File: src/rtl/lfsr_draw_gen.sv
// lfsr_draw_gen: Fibonacci LFSR random-number source with seed loading,
// free-running mode and a req/valid/ready draw interface. Each draw advances
// the register OUT_W steps and returns the OUT_W new feedback bits, MSB first.
// Optional macro LFSR_ZERO_GUARD_EN: replace an all-zero register with SEED
// and keep zero_lock set until reset; without it zero_lock mirrors state == 0.

module lfsr_draw_gen #(
  parameter int              WIDTH = 16,
  parameter logic [WIDTH-1:0] TAPS  = 16'hB400,
  parameter logic [WIDTH-1:0] SEED  = 16'h5555,
  parameter int              OUT_W = 4
) (
  input  logic             clk,
  input  logic             reset,
  input  logic             seed_load,
  input  logic [WIDTH-1:0] seed_in,
  input  logic             free_run,
  input  logic             req,
  output logic             busy,
  output logic             out_valid,
  input  logic             out_ready,
  output logic [OUT_W-1:0] out_data,
  output logic [WIDTH-1:0] state_out,
  output logic             zero_lock
);

  localparam int CNT_W = $clog2(OUT_W + 1);
  localparam logic [CNT_W-1:0] LAST_CNT = CNT_W'(OUT_W - 1);

  localparam logic [1:0] ST_IDLE  = 2'd0;
  localparam logic [1:0] ST_SHIFT = 2'd1;
  localparam logic [1:0] ST_VALID = 2'd2;

  logic [1:0]       fsm_q, fsm_nxt;
  logic [CNT_W-1:0] cnt_q, cnt_nxt;
  logic [WIDTH-1:0] lfsr_q, lfsr_nxt;
  logic [OUT_W-1:0] data_q, data_nxt;
  logic             zlock_q, zlock_nxt;

  logic             fb;
  logic [WIDTH-1:0] stepped;
  logic [OUT_W-1:0] shifted;

  assign fb      = ^(lfsr_q & TAPS);
  assign stepped = {lfsr_q[WIDTH-2:0], fb};

  // A one-bit draw word is just the new feedback bit; wider words shift it in at the LSB.
  generate
    if (OUT_W == 1) begin : g_one_bit
      assign shifted = fb;
    end else begin : g_multi_bit
      assign shifted = {data_q[OUT_W-2:0], fb};
    end
  endgenerate

  // Next-state selection: seed_load dominates, then zero recovery (if enabled), then the draw FSM.
  always_comb begin
    fsm_nxt   = fsm_q;
    cnt_nxt   = cnt_q;
    lfsr_nxt  = lfsr_q;
    data_nxt  = data_q;
    zlock_nxt = zlock_q;

    if (seed_load) begin
      fsm_nxt = ST_IDLE;
      cnt_nxt = '0;
`ifdef LFSR_ZERO_GUARD_EN
      if (seed_in == '0) begin
        lfsr_nxt  = SEED;
        zlock_nxt = 1'b1;
      end else begin
        lfsr_nxt = seed_in;
      end
`else
      lfsr_nxt = seed_in;
`endif
    end
`ifdef LFSR_ZERO_GUARD_EN
    else if (lfsr_q == '0) begin
      lfsr_nxt  = SEED;
      zlock_nxt = 1'b1;
    end
`endif
    else begin
      case (fsm_q)
        ST_IDLE: begin
          if (req) begin
            fsm_nxt = ST_SHIFT;
            cnt_nxt = '0;
          end else if (free_run) begin
            lfsr_nxt = stepped;
          end
        end
        ST_SHIFT: begin
          lfsr_nxt = stepped;
          data_nxt = shifted;
          cnt_nxt  = cnt_q + CNT_W'(1);
          if (cnt_q == LAST_CNT) begin
            fsm_nxt = ST_VALID;
          end
        end
        ST_VALID: begin
          if (out_ready) begin
            if (req) begin
              fsm_nxt = ST_SHIFT;
              cnt_nxt = '0;
            end else begin
              fsm_nxt = ST_IDLE;
            end
          end
        end
        default: begin
          fsm_nxt = ST_IDLE;
          cnt_nxt = '0;
        end
      endcase
    end

`ifndef LFSR_ZERO_GUARD_EN
    zlock_nxt = (lfsr_nxt == '0);
`endif
  end

  // Register update with synchronous reset to the seed and an idle, empty output.
  always_ff @(posedge clk) begin
    if (reset) begin
      fsm_q   <= ST_IDLE;
      cnt_q   <= '0;
      lfsr_q  <= SEED;
      data_q  <= '0;
      zlock_q <= 1'b0;
    end else begin
      fsm_q   <= fsm_nxt;
      cnt_q   <= cnt_nxt;
      lfsr_q  <= lfsr_nxt;
      data_q  <= data_nxt;
      zlock_q <= zlock_nxt;
    end
  end

  assign busy      = (fsm_q == ST_SHIFT) || (fsm_q == ST_VALID);
  assign out_valid = (fsm_q == ST_VALID);
  assign out_data  = data_q;
  assign state_out = lfsr_q;
  assign zero_lock = zlock_q;

endmodule

File: config.mk
export PLATFORM = sky130hd
export DESIGN_NAME = lfsr_draw_gen
export DESIGN_NICKNAME = d
export VERILOG_FILES = /design/src/rtl/lfsr_draw_gen.sv
export SDC_FILE = /design/constraint.sdc
export NUM_CORES = 1
export LEC_CHECK = 0
export CORE_MARGIN = 4
export CORE_UTILIZATION = 41
export DETAILED_ROUTE_END_ITERATION = 10
export PLACE_DENSITY = 0.75
export SLEW_MARGIN = 30
export SYNTH_ARGS = -nofsm -noshare
export SYNTH_HDL_FRONTEND = slang
export SYNTH_SLANG_ARGS = --single-unit
File: constraint.sdc
create_clock -name clk -period 2 [get_ports clk]
set_input_delay 0.4 -clock clk [delete_from_list [all_inputs] [get_ports clk]]
set_output_delay 0.4 -clock clk [all_outputs]
set_load 0.03 [all_outputs]
### After elaboration in Yosys (flattened, before gate mapping)

Index checks and enable logic that the tools add are counted.

| word-level totals | value |
|---|---|
| flip-flop bits (word level) | 26 |
| input bits | 22 |
| word-level logic and storage cells | 32 |

| cells by class | value |
|---|---|
| $add $sub $neg | 1 |
| equal/unequal tests | 6 |
| multiplexer cells | 12 |
| bitwise logic cells | 1 |
| reduce and logical (&&, ||, !) cells | 7 |

Operators with widths:

| operator | number |
|---|---|
| $mux 16 | 3 |
| $pmux 16 s2 | 1 |
| $logic_not 16->1 | 1 |
| $reduce_xor 16->1 | 1 |
| $pmux 3 s3 | 1 |
| $mux 2 | 3 |
| $mux 3 | 2 |
| $pmux 2 s3 | 1 |
| $ne 2x2->1 const B | 2 |
| $add 3x1->3 const B | 1 |
| $eq 3x2->1 const B | 1 |
| $reduce_and 3->1 | 1 |
| $eq 2x1->1 const B | 1 |
| $eq 2x2->1 const B | 1 |
| $logic_not 2->1 | 1 |
| $ne 2x1->1 const B | 1 |
| $reduce_and 2->1 | 1 |
| $reduce_or 2->1 | 1 |
| $logic_or 1x1->1 | 1 |
| $mux 1 | 1 |
| $not 1->1 | 1 |

### Depth between registers and ports, before layout

Gate-level depths: netlist (run 1).

| logic depth | value |
|---|---|
| word-level depth | 6 |
| depth in mapped cells | 9 |

### Worst setup path before layout (run 1)

No wires, ideal clock.

| timing path | value |
|---|---|
| path type | reg-to-reg |
| start | register fsm_q[0] |
| end | register zlock_q (netlist: zero_lock) |
| setup time | 0.088 ns |
| arrival time | 2.122 ns |
| required time | 1.912 ns |
| slack | -0.210 ns |
| stages on the path, launching flop included | 10 |
| path buffers | 1 |
| clock period less this slack | 2.210 ns |
| cell sequence | dfxtp_1 > inv_1 > ha_1 > and3b_1 > or2_1 > buf_6 > a22oi_1 > o21ai_1 > or4_1 > nor4_2 |

| between the ends | value |
|---|---|
| word-level cells in the longest chain between the ends | 4 |
| elaborated cells between the ends (all ways) | 5 |
| those cells by class | eq/ne (1); mux (2); reduce/logical (2) |

Ends and longest elaborated chain:

| element | RTL line | text |
|---|---|---|
| start: declaration | 34 | `logic [1:0] fsm_q, fsm_nxt;` |
| start signal: assignment | 133 | `fsm_q <= fsm_nxt;` |
| $eq 2x1->1 / $logic_not 2->1 (equally long branches) | 85 | `case (fsm_q)` |
| $pmux 16 s2 (*) | 85 |  |
| $mux 16 (*) | 64 | `if (seed_load) begin` |
| $logic_not 16->1 (*) | 120 | `zlock_nxt = (lfsr_nxt == '0);` |
| end signal: assignment | 137 | `zlock_q <= zlock_nxt;` |
| end: declaration | 38 | `logic zlock_q, zlock_nxt;` |

Every way passes the cells marked *; elsewhere a longest branch is shown, timed or not.
A chain may end at the register's enable or synchronous reset.

### Final worst setup path (run 1)

| timing path | value |
|---|---|
| start | input port free_run |
| end | register zlock_q (netlist: zero_lock) |

| between the ends | value |
|---|---|
| word-level cells in the longest chain between the ends | 5 |

Ends and longest elaborated chain:

| element | RTL line | text |
|---|---|---|
| start: declaration | 17 | `input logic free_run,` |
| $mux 16 | 90 | `end else if (free_run) begin` |
| $mux 16 | 87 | `if (req) begin` |
| $pmux 16 s2 | 85 |  |
| $mux 16 | 64 |  |
| $logic_not 16->1 | 120 |  |

No other way between the ends.

==> flow_metrics.py, run 1 <==
metrics = {
    "job": {
        "drv_cap": 0,
    },
    "sta": {
        "relSlewSlack_pct": 72.74,
        "rsz0062_at_grt": "yes",
        "fin_crit_ns": 2.140,
        "finalCritPeriodShare_pct": 107.0,
        "finalSetupViolCount": 1,
        "final.setup_skew_ns": 0.006764,
        "whs_ns": 0.5068,
        "hold_viol": 0,
        "worst_pin_slew_ns": 0.4089,
        "setup_ws_ns": -0.1397,
        "slew_violations": 0,
        "clock.fmax_mhz": 467.4,
    },
    "global_routing": {
        "grtUsageTotal_pct": 18.61,
        "grt_max_degree": 17,
        "grt_pass1_vias": 1392,
        "antenna_found_initial": 0,
        "grt_pass1_wl_um": 6368,
        "overflow": 0,
    },
    "clock_tree": {
        "clock_latency_ns": 0.32,
        "clk_path_buf_depth": 2,
        "cts_root_buf": "clkbuf_4",
        "tritoncts": "built",
        "ctsHtreeMaxLevel": 1,
        "clk_pin_slew_ns": 0.14,
        "cts_buffers": 3,
        "clock-sinks": 26,
    },
    "routing": {
        "initialDrtViolationCount": 111,
        "routedWlPerCell_um": 15.26,
        "wirelength_um": 4060,
        "firstDrtPassIters": 5,
        "drt.antenna.violating_nets": 0,
        "num_vias": 1430,
        "via_per_inst": 5.376,
        "drc": 0,
    },
    "layout": {
        "most-common-layout-cells": "clkdlybuf4s50_1 (41), buf_4 (25), dfxtp_1 (24)",
        "fill_cells": 258,
        "final_core_util_pct": 67.64,
        "nets": 251,
        "layout.cells.non_filler": 266,
        "layout-drive-gt1-share_pct": 23.87,
        "layout_commonest_cell": "clkdlybuf4s50_1",
        "antenna_cells": 0,
        "syn_to_final_growth_pct": 53.59,
    },
    "status": {
        "status": "complete, but fails checks",
        "violations": "negative setup slack",
    },
    "placed_design": {
        "gp_congestion": 0.8705,
        "dp_hpwl_um": 2988,
        "port_buffers": 44,
        "dp.cells": 259,
    },
    "pwr": {
        "power.share.combinational_pct": 32.2,
        "p_clk_share_pct": 21.2,
        "switching_share_pct": 30.89,
        "vdd_ir_drop_max_uv": 454.9,
        "seq_power_share_pct": 46.6,
        "power.leakage_nw": 0.8978,
        "p_int_uw": 865.4,
        "powerDensity_nw_per_um2": 591.8,
        "p_sw_uw": 386.7,
    },
    "logic_synthesis": {
        "synth.distinct_cells": 37,
        "syn-mean-instance-area_um2": 8.774,
        "yosysWarningCount": 0,
        "syn_area_um2": 1378,
        "seq_area_frac_synth_pct": 37.78,
        "synthCells": 157,
        "synth_fp_nets": 185,
        "ys_seq_elements": 26,
    },
    "min_path": {
        "holdCritPathClass": "reg -> reg",
    },
    "critical_path": {
        "crit_type": "in -> reg",
        "cp_num_buf_inv": 2,
        "crit_chain": "clkdlybuf4s50_1 > nor2b_1 > buf_4 > mux2i_1 > o21ai_1 > o22a_1 > or4_4 > nor4_2",
        "slowest_delay_ns": 0.55,
        "required_ns": 2.24,
        "critPathSlowestCell": "or4_4",
        "critPathLaunchType": "primary input",
        "regToRegSetupSlack_ns": -0.08,
        "critPathMaxFanout": 4,
        "arrival_ns": 2.38,
        "cp_top_family": "simple AND/OR/NAND/NOR gates",
        "worstSetupEndpointType": "register",
    },
    "floorplan": {
        "rows": 20,
        "die_h_um": 65.97,
        "coreArea_um2": 3128,
        "io_pins": 45,
        "die-area_um2": 4351,
        "initial_core_util_pct": 44.04,
        "die_width_um": 65.97,
    },
}
[synth_stat cells]
library cell	n	share of area, %
o21ai_1	1	0.36
nor2_1	14	3.8
a21oi_1	6	2.2
buf_1	1	0.27
a221o_2	5	4.1
or2_1	1	0.45
nor4_2	1	0.91
a22oi_1	5	2.7
o21ai_0	17	6.2
nor3_1	3	1.1
o22ai_1	1	0.45
and3_1	1	0.45
nand4_1	1	0.45
or2_2	1	0.45
nor2b_1	3	1.4
mux2i_1	11	8.0
o22a_1	1	0.64
and3b_1	1	0.64
or4_1	1	0.55
nand2b_1	5	2.3
ha_1	6	5.4
o21a_1	1	0.55
nand3_1	2	0.73
a221oi_1	4	2.5
nor4_1	1	0.45
a211oi_1	1	0.55
nand2_1	8	2.2
clkbuf_1	7	1.9
o211a_1	2	1.5
buf_6	2	1.6
inv_1	9	2.5
and2_2	1	0.55
xnor2_1	2	1.3
a221o_1	2	1.5
dfxtp_1	26	38
nand3b_1	2	1.1
xor2_1	1	0.64
[registers in the layout (all words and copies together) (netlist names)]
signal and count:
state_out 16, out_data 4, cnt_q 3, fsm_q 2, zero_lock 1
[metrics by stage]
| stage | total power [mW] | worst slack, ns | setup TNS (ns) | area (um2) |
|---|---|---|---|---|
| finish | 1.252 | -0.1397 | -0.1397 | 2116 |
| global route | 1.316 | -0.1647 | -0.1647 | 2116 |
| CTS | 1.241 | -0.1218 | -0.1218 | 2052 |
| detailed placement | 0.9727 | -0.5818 | -2.544 | 2011 |
| global placement | 0.9653 | -0.4998 | -2.297 | 2011 |
| floorplan | 0.7953 | 0.006982 | 0 | 1388 |
[power groups by stage]
stage / logic (mW) / clock network, mW / registers [mW]
after detailed placement: 0.380 / 0 / 0.593
after floorplan: 0.156 / 0 / 0.639
after global placement: 0.374 / 0 / 0.592
final: 0.403 / 0.265 / 0.584
after CTS: 0.385 / 0.275 / 0.582
after global routing: 0.433 / 0.296 / 0.588
[layout make-up]
class / instances / area, um2 / area share (%)
tap: 44 / 55.05 / 2.602
clock buffer: 4 / 36.28 / 1.715
inverter: 9 / 36.28 / 1.715
timing repair buffer: 70 / 629.4 / 29.75
sequential: 26 / 525.5 / 24.84
multi-input combinational: 113 / 833.3 / 39.38
[layer usage]
layer	GRT usage, %	vias up	wire length [um]
met5	0	-	0
met4	3.553	0	12
met3	4.932	2	356
met2	30.29	57	1914
met1	24.84	673	1775
li1	-	698	-
[cell families (layout without fill, tap and decap cells)]
group / after synthesis / after routing / share of synthesized area, %
xor gates and xnor gates: 3 / 3 / 1.908
AOI/OAI and AO/OA: 46 / 46 / 23.16
and+or+nand+nor: 46 / 47 / 17.44
muxes: 11 / 11 / 7.993
buffers and inverters: 19 / 83 / 6.267
adders and majority gates: 6 / 6 / 5.449
DFF: 26 / 26 / 37.78
[worst paths after layout]
check                   startpoint                     to  depth (start not counted)
max                       free_run   zero_lock$_SDFF_PP0_                          8
min          cnt_q[1]$_SDFFE_PP0P_  cnt_q[1]$_SDFFE_PP0P_                          2
max reg2reg  fsm_q[0]$_SDFFE_PP0P_   zero_lock$_SDFF_PP0_                          8
min reg2reg  cnt_q[1]$_SDFFE_PP0P_  cnt_q[1]$_SDFFE_PP0P_                          2
[worst reg2reg max path, cell delays in order, from the launching register on]
cell and delay [ns]:
dfxtp_4 0.40, inv_2 0.05, ha_4 0.17, and3b_2 0.23, or2_4 0.29, a22oi_2 0.15, o21ai_2 0.07, or4_4 0.52
nor4_2 0.13
[repair_timing]
action,in CTS,in global routing
setup endpoints to repair,3,3
buffers inserted,0,1
resized for setup,7,15
cloned,0,2
hold buffers,0,0
pin swaps,1,5
Note: power is estimated with default switching activity, not from simulation.
==> run 2: changes to the inputs <==
--- a/config.mk
+++ b/config.mk
@@ -8,7 +8,7 @@
 export CORE_MARGIN = 4
 export CORE_UTILIZATION = 41
 export DETAILED_ROUTE_END_ITERATION = 10
-export PLACE_DENSITY = 0.75
+export PLACE_DENSITY = 0.74
 export SLEW_MARGIN = 30
 export SYNTH_ARGS = -nofsm -noshare
 export SYNTH_HDL_FRONTEND = slang
==> run 2 against run 1 <==
  * The run still ends with negative setup slack left
  * Maximum frequency is 6.6% lower
  * Clock power is 17% lower
  * Setup slack worse by 0.15 ns
  * Clock skew hardly changed
  * Highest routed layer unchanged
==> flow_metrics.py, run 2 (synthesis results as in run 1) <==
metrics = {
    "status": {
        "status": "complete, but fails checks",
        "violations": "negative setup slack",
    },
    "routing": {
        "routedWlPerCell_um": 16.57,
        "via_per_inst": 5.563,
        "drc": 0,
        "wirelength_um": 4473,
        "initialDrtViolationCount": 118,
        "firstDrtPassIters": 4,
        "num_vias": 1502,
        "drt.antenna.violating_nets": 0,
    },
    "layout": {
        "nets": 256,
        "final_core_util_pct": 69.44,
        "layout-drive-gt1-share_pct": 26.11,
        "fin_area_um2": 2172,
        "syn_to_final_growth_pct": 57.67,
        "most-common-layout-cells": "clkdlybuf4s50_1 (41), buf_4 (30), dfxtp_1 (24)",
        "layout_commonest_cell": "clkdlybuf4s50_1",
        "antenna_cells": 0,
        "largest_reg_flops": 16,
    },
    "floorplan": {
        "initial_core_util_pct": 44.04,
        "die_width_um": 65.97,
        "coreArea_um2": 3128,
        "io_pins": 45,
        "die_h_um": 65.97,
        "die-area_um2": 4351,
        "rows": 20,
    },
    "clock_tree": {
        "ctsHtreeMaxLevel": 1,
        "clock-sinks": 26,
        "cts_buffers": 3,
        "cts_hold_buf": 0,
        "clk_pin_slew_ns": 0.14,
        "tritoncts": "built",
        "clk_path_buf_depth": 2,
        "cts_root_buf": "clkbuf_4",
        "clock_latency_ns": 0.32,
    },
    "min_path": {
        "min_to": "cnt_q[1]$_SDFFE_PP0P_",
        "holdCritPathClass": "reg -> reg",
        "min_from": "cnt_q[1]$_SDFFE_PP0P_",
        "hold_depth": 2,
    },
    "pwr": {
        "vdd_ir_drop_max_uv": 351.7,
        "power.leakage_nw": 0.9446,
        "powerDensity_nw_per_um2": 566.7,
    },
    "sta": {
        "clock.fmax_mhz": 436.3,
        "worst_pin_slew_ns": 0.3994,
        "setup_ws_ns": -0.2920,
        "finalCritPeriodShare_pct": 114.6,
        "slew_violations": 0,
        "rsz0062_at_grt": "yes",
        "final.setup_skew_ns": 0.006418,
        "relSlewSlack_pct": 73.37,
        "hold_viol": 0,
        "finalSetupViolCount": 1,
        "fin_crit_ns": 2.292,
    },
    "critical_path": {
        "reg2reg_depth": 10,
        "slowest_delay_ns": 0.52,
        "regToRegStartpoint": "fsm_q[0]$_SDFFE_PP0P_",
        "cp_num_buf_inv": 2,
        "critPathLaunchType": "primary input",
        "cp_top_family": "simple AND/OR/NAND/NOR gates",
        "worstReg2RegEnd": "zero_lock$_SDFF_PP0_",
        "critPathMaxFanout": 4,
        "required_ns": 2.24,
        "crit_type": "in -> reg",
        "crit_chain": "clkdlybuf4s50_1 > nor2b_1 > buf_4 > mux2i_2 > o21ai_1 > o22a_1 > or4_4 > nor4_4",
        "critPathSlowestCell": "or4_4",
        "worstSetupEndpointType": "register",
        "regToRegSetupSlack_ns": -0.25,
        "arrival_ns": 2.54,
    },
    "placed_design": {
        "gp_congestion": 0.8542,
        "port_buffers": 44,
        "dp_hpwl_um": 3264,
        "pre_cts_ws_ns": -0.4932,
        "post_dp_cell_area_um2": 2041,
    },
    "global_routing": {
        "grt_pass1_wl_um": 7169,
        "antenna_found_initial": 0,
        "overflow": 0,
        "grt_pass1_vias": 1543,
        "grtUsageTotal_pct": 21.30,
        "grt_max_degree": 19,
    },
    "job": {
        "drv_cap": 0,
    },
}
## run 2: metal layers
metal / up-vias / GRT usage [%] / part of all wire, %
met5: - / 0 / 0
met4: 0 / 8.629 / 2.4
met3: 10 / 4.592 / 7.4
met2: 65 / 34.54 / 49
met1: 721 / 27.28 / 41
li1: 706 / - / -
## run 2: final cells by class
class                      instances  area, um2
clock buffer                       3      22.52
fill                             272      955.9
inverter                           9      38.79
multi-input combinational        112      842.1
sequential                        26      525.5
tap                               44      55.05
timing repair buffer              76      688.2
## run 2: worst max path at each step
stage,start,end,depth (start not counted)
global route,fsm_q[1]$_SDFFE_PP0P_,zero_lock$_SDFF_PP0_,9
global placement,req,zero_lock$_SDFF_PP0_,7
CTS,fsm_q[1]$_SDFFE_PP0P_,zero_lock$_SDFF_PP0_,10
detailed placement,req,zero_lock$_SDFF_PP0_,9
finish,free_run,zero_lock$_SDFF_PP0_,8
floorplan,fsm_q[0]$_SDFFE_PP0P_,zero_lock$_SDFF_PP0_,9
## run 2: worst reg2reg max path: stages (launching register included)
cell and delay [ns]:
dfxtp_4 0.39, inv_4 0.07, ha_4 0.15, and3b_2 0.23, a21oi_2 0.05, buf_6 0.13, buf_4 0.13, a22oi_2 0.17
o21ai_2 0.08, or4_4 0.54, nor4_4 0.27
## run 2: through the flow
step	hold WS [ns]	cells	TNS (ns)	power, mW
final	0.5208	270	-0.2920	1.231
after global routing	0.5527	270	-0.3729	1.294
after CTS	0.5239	266	-0.1454	1.205
after detailed placement	0.5047	263	-2.049	0.9834
after global placement	0.4722	263	-1.872	0.9730
after floorplan	0.4585	157	0	0.7953
## run 2: power breakdown
group	switching [mW]	leakage, nW	internal [mW]	total (mW)
Sequential	0.0396	0.215	0.547	0.587
Combinational	0.205	0.715	0.220	0.425
Clock	0.149	0.0138	0.0705	0.219
## run 2: timing repair
item | in CTS | in global routing
endpoints found under the setup margin | 4 | 2
resized for setup | 9 | 17
pin swaps | 0 | 8
buffers inserted | 0 | 4
